===== config.mk =====
export PLATFORM = sky130hd
export DESIGN_NAME = eth_tx_mac_framer
export DESIGN_NICKNAME = d
export VERILOG_FILES = /design/src/rtl/eth_tx_mac_framer.sv
export SDC_FILE = /design/constraint.sdc
export NUM_CORES = 1
export LEC_CHECK = 0
export CAP_MARGIN = 20
export CORE_ASPECT_RATIO = 1.75
export CORE_UTILIZATION = 60
export CTS_BUF_LIST = sky130_fd_sc_hd__clkbuf_4
export CTS_CLUSTER_SIZE = 14
export DETAILED_ROUTE_END_ITERATION = 16
export PLACE_DENSITY = 0.83
export SYNTH_ARGS = -nofsm -noshare
export SYNTH_HDL_FRONTEND = slang
export SYNTH_SLANG_ARGS = --single-unit

===== constraint.sdc =====
create_clock -name clk_i -period 6.51 [get_ports clk_i]
set_input_delay 1.953 -clock clk_i [delete_from_list [all_inputs] [get_ports clk_i]]
set_output_delay 1.953 -clock clk_i [all_outputs]
set_load 0.005 [all_outputs]

===== src/rtl/eth_tx_mac_framer.sv =====
// eth_tx_mac_framer: GMII-style Ethernet TX framer (preamble, SFD, data, pad, CRC-32 FCS, IFG); define ETH_TX_PAD_EN to pad frames to 60 data bytes
module eth_tx_mac_framer #(
  parameter int IFG_CYCLES = 12
) (
  input  logic       clk_i,
  input  logic       reset,
  input  logic       clk_en,
  input  logic       tx_fifoempty,
  input  logic [7:0] tx_fifodata,
  input  logic       tx_fifoeof,
  output logic       tx_macread,
  output logic [7:0] txd,
  output logic       tx_en,
  output logic       tx_busy,
  output logic       tx_done,
  output logic       tx_underrun
);
`ifdef ETH_TX_PAD_EN
  typedef enum logic [2:0] {IDLE, PREAMBLE, SFD, DATA, PAD, FCS, IFG} state_t;
  localparam logic [15:0] MIN_LEN = 16'd60;
`else
  typedef enum logic [2:0] {IDLE, PREAMBLE, SFD, DATA, FCS, IFG} state_t;
`endif
  localparam logic [15:0] IFG_N = 16'(IFG_CYCLES);
  state_t      state, state_n, es;
  logic [15:0] cnt, cnt_n, cnt_inc;
  logic [31:0] crc, crc_n;
  logic [7:0]  txd_n;
  logic        en_n, done_n, urun_n;
  logic [1:0]  fi;
  function automatic logic [31:0] crc_upd(input logic [31:0] c, input logic [7:0] d);
    logic [31:0] r;
    r = c ^ {24'd0, d};
    for (int i = 0; i < 8; i++) r = r[0] ? (r >> 1) ^ 32'hEDB88320 : r >> 1;
    return r;
  endfunction
  // next state and next registered outputs; the state names the byte the next enabled edge drives,
  // and an eof seen with an empty FIFO in DATA is treated as the first pad/FCS cycle so tx_en never gaps
  always_comb begin
    tx_macread = clk_en && state == DATA && !tx_fifoempty;
    tx_busy = state != IDLE;
    cnt_inc = cnt == 16'hFFFF ? cnt : cnt + 16'd1;
    fi = state == FCS ? cnt[1:0] : 2'd0;
    es = state;
    if (state == DATA && tx_fifoempty && tx_fifoeof)
`ifdef ETH_TX_PAD_EN
      es = cnt < MIN_LEN ? PAD : FCS;
`else
      es = FCS;
`endif
    state_n = state;
    cnt_n = cnt;
    crc_n = crc;
    txd_n = 8'h00;
    en_n = 1'b0;
    done_n = 1'b0;
    urun_n = 1'b0;
    case (es)
      IDLE: begin
        if (!tx_fifoempty) begin
          state_n = PREAMBLE;
          cnt_n = 16'd1;
          txd_n = 8'h55;
          en_n = 1'b1;
        end
      end
      PREAMBLE: begin
        txd_n = 8'h55;
        en_n = 1'b1;
        cnt_n = cnt_inc;
        state_n = cnt_inc == 16'd7 ? SFD : PREAMBLE;
      end
      SFD: begin
        txd_n = 8'hD5;
        en_n = 1'b1;
        state_n = DATA;
        cnt_n = 16'd0;
        crc_n = '1;
      end
      DATA: begin
        if (!tx_fifoempty) begin
          txd_n = tx_fifodata;
          en_n = 1'b1;
          crc_n = crc_upd(crc, tx_fifodata);
          cnt_n = cnt_inc;
          if (tx_fifoeof) begin
`ifdef ETH_TX_PAD_EN
            state_n = cnt_inc < MIN_LEN ? PAD : FCS;
            cnt_n = cnt_inc < MIN_LEN ? cnt_inc : 16'd0;
`else
            state_n = FCS;
            cnt_n = 16'd0;
`endif
          end
        end else begin
          urun_n = 1'b1;
          state_n = IFG;
          cnt_n = 16'd0;
        end
      end
`ifdef ETH_TX_PAD_EN
      PAD: begin
        en_n = 1'b1;
        crc_n = crc_upd(crc, 8'h00);
        state_n = cnt_inc >= MIN_LEN ? FCS : PAD;
        cnt_n = cnt_inc >= MIN_LEN ? 16'd0 : cnt_inc;
      end
`endif
      FCS: begin
        txd_n = ~crc[8*fi +: 8];
        en_n = 1'b1;
        done_n = fi == 2'd3;
        state_n = fi == 2'd3 ? IFG : FCS;
        cnt_n = fi == 2'd3 ? 16'd0 : {14'd0, fi} + 16'd1;
      end
      IFG: begin
        state_n = cnt_inc >= IFG_N ? IDLE : IFG;
        cnt_n = cnt_inc >= IFG_N ? 16'd0 : cnt_inc;
      end
      default: state_n = IDLE;
    endcase
  end
  // state, counters, CRC and registered GMII outputs advance only on enabled cycles
  always_ff @(posedge clk_i or posedge reset) begin
    if (reset) begin
      state <= IDLE;
      cnt <= '0;
      crc <= '1;
      txd <= '0;
      tx_en <= 1'b0;
      tx_done <= 1'b0;
      tx_underrun <= 1'b0;
    end else if (clk_en) begin
      state <= state_n;
      cnt <= cnt_n;
      crc <= crc_n;
      txd <= txd_n;
      tx_en <= en_n;
      tx_done <= done_n;
      tx_underrun <= urun_n;
    end
  end
endmodule


==> out/results.ini <==
[clock_network]
worstSkewPairLatency_ps=410
cts_hold_buf=0
cts_sinks=62
tritoncts=done
cts_root_buf=clkbuf_4
cts_resized=0
cts_max_level=3
cts_buffer_depth=2
clkTransAtPathRegs_ps=100
post-cts-setup-buffers=0
cts_buffers=9

[global_route]
use_met1_pct=33.6
grt_overflow_total=0
antenna_found_initial=0
grt_pass1_vias=3754
gr-max-usage-layer=met2
gr-usage-met3_pct=5.44
grt_pass1_wl_um=17700
grt.total_usage_pct=31.8
use_met2_pct=53.5
grt_max_degree=63

[synth]
synth_cell_type_count=61
async_flop_share_pct=100
synth_top_area_share_pct=20.0
synthTopCellsByArea=dfstp_2 (20%), dfrtp_1 (18%), xnor2_1 (10%)
netlist_area_sq_mm=0.00420
synth.largest_area_cell=dfstp_2
synthCells=476
ys_seq_area_share_pct=37.9
synth.avg_cell_area_sq_um=8.83
ys_seq_elements=62
syn_nets=491
synth_ff_type=dfstp_2
synth_enable_flop_cells=0
ys_warn_count=0

[floorplan]
die_h_um=113
dieWidth_um=65.3
io_pins=26
core_area_sq_mm=0.00681
initial_core_util_pct=61.7
die_area_sq_mm=0.00736
num_rows=40

[routing]
drtPass1Iterations=5
vias_per_cell=6.32
vias=3638
drcViolationCount=0
drt-total-wl_um=10700
ant_nets=0
drt_first_iter_violations=186
detail_route.wl_per_cell_um=18.6

[cells_and_area]
fin_util_pct=67.3
syn_to_final_growth_pct=8.99
antenna_cells=0
final_nets=503
layout-drive-gt1-share_pct=13.2

[timing]
rsz0062_at_grt=false
post-route-period-util_pct=87.6
max_slew_margin_pct=33.2
worstMarginPinSlew_ps=1000
finalMaxSlewViolations=0
hold_ws_ps=494
fin_tns_setup_ps=0
timing_hold_violations_final=0
setup_ws_ps=806
clock.fmax_mhz=175
period_needed_ps=5700
finalClockSkew_ps=16.6
setup_viol=0

[worst_setup_path]
cp_max_fo=12
r2r_slack_ps=3020
crit_required_ps=4560
crit_slowest_cell=clkdlybuf4s50_1
startpoint_type=primary input
cp-end-kind=primary output
arrival_ps=3750
crit_path_max_incr_delay_ps=490
crit_type=in2out
crit_chain=clkdlybuf4s50_1, buf_4, nor3b_1, nand2_1, buf_4, inv_2, clkdlybuf4s50_1
critical_path.top_delay_family=buffers and inverters
path_buf_inv=5

[status]
status=completed

[pwr]
p_leak_uw=0.00180
power.total_uw=2330
power_density_mw_per_mm2=508
vdd_drop_max_v=0.000426

[flow_run]
cap_violations=0

[min_path]
hp-class=reg2reg

[placed_design]
dp_slack_ps=809
dp_hpwl_um=7820
port_buffers=25
place_congestion=0.908

==> power by group <==
group / switching [uW] / leakage, uW / internal, uW
clock network: 133 / 0.0000616 / 81.4
registers: 168 / 0.000732 / 587
logic: 733 / 0.00101 / 624
==> synth_stat cells (all sizes together) (6+ instances only) <==
| library cell | instances |
|---|---|
| o2bb2ai | 10 |
| buf | 14 |
| clkbuf | 17 |
| a21oi | 44 |
| xor2 | 27 |
| inv | 14 |
| nand4 | 9 |
| a31oi | 13 |
| nor2 | 45 |
| xnor2 | 49 |
| and3 | 6 |
| o21ai | 29 |
| o31ai | 6 |
| dfstp | 32 |
| nand2 | 35 |
| dfrtp | 30 |
| nor3 | 8 |
| nand3 | 18 |
==> worst register-to-register path, cell delays in order (launching register included) <==
cell and delay [ps]:
dfrtp_1 670, ha_1 450, nand3_1 300, nor4_1 470, mux2i_1 280, nand4_2 200
nor3_1 620, a31oi_1 170, a311oi_1 250
==> metrics by stage <==
stage | cell area (sq um) | instances
after global placement | 4470 | 560
after detailed placement | 4480 | 561
final | 4580 | 576
after floorplan | 4200 | 476
after CTS | 4580 | 576
after global routing | 4580 | 576
==> final timing paths <==
check / to / from / cells past startpoint
hold / removal: txd[6]$_DFFE_PP0P_ / txd[6]$_DFFE_PP0P_ / 1
setup / recovery: tx_macread / tx_fifoempty / 7
setup reg to reg: cnt[2]$_DFFE_PP0P_ / cnt[0]$_DFFE_PP0P_ / 8
max in group asynchronous: cnt[11]$_DFFE_PP0P_ / reset / 3
hold reg to reg: txd[6]$_DFFE_PP0P_ / txd[6]$_DFFE_PP0P_ / 1
min in group asynchronous: state[0]$_DFFE_PP0P_ / reset / 3
==> layer usage <==
layer	wire length, um	part of all wire [%]
met1	4030	38
met2	5620	52
met3	361	3.4
met4	707	6.6
met5	0	0
==> kinds of logic (layout without fill, tap and decap cells) <==
group / count (synthesis) / after routing / synth area share (%)
compound gates: 143 / 143 / 22.2
simple gates: 145 / 145 / 18.0
buf+inv: 45 / 61 / 4.53
flops: 62 / 62 / 37.9
fa+ha+maj: 2 / 2 / 0.595
xor+xnor: 76 / 76 / 16.0
mux: 3 / 3 / 0.715
==> state kept, by name (all words and copies together) (netlist names) <==
register / flops
tx_underrun: 1
cnt: 16
state: 3
txd: 8
crc: 32
tx_en: 1
tx_done: 1
==> cell type report <==
| type | instances | area, sq um |
|---|---|---|
| Clock inverter | 4 | 17.5 |
| Tap cell | 84 | 105 |
| Sequential cell | 62 | 1590 |
| Multi-Input combinational cell | 369 | 2420 |
| Timing Repair Buffer | 32 | 310 |
| Clock buffer | 11 | 82.6 |
| Inverter | 14 | 52.6 |
| Fill cell | 578 | 2230 |
==> layout by cell type (no fill, tap or decap), types with 3 or more instances in the layout <==
master            n
xnor2_1          48
nand3b_1          5
a21oi_1          44
nand4_1           6
mux2i_1           3
a21o_1            4
o211ai_1          3
and3_1            6
o21ai_0          25
inv_1            12
clkbuf_4         11
o32ai_1           5
nor3b_1           4
o21ai_1           4
o31ai_2           3
o21a_1            5
dfstp_2          32
o2bb2ai_1        10
dfrtp_1          30
nand3_1          18
nand2_1          35
xor2_1           27
nor3_1            8
o22a_1            5
clkdlybuf4s50_1  25
o22ai_1           4
a31oi_1          13
buf_4             6
o31ai_1           3
nor2_1           44
(Power assumes the default switching activity.)
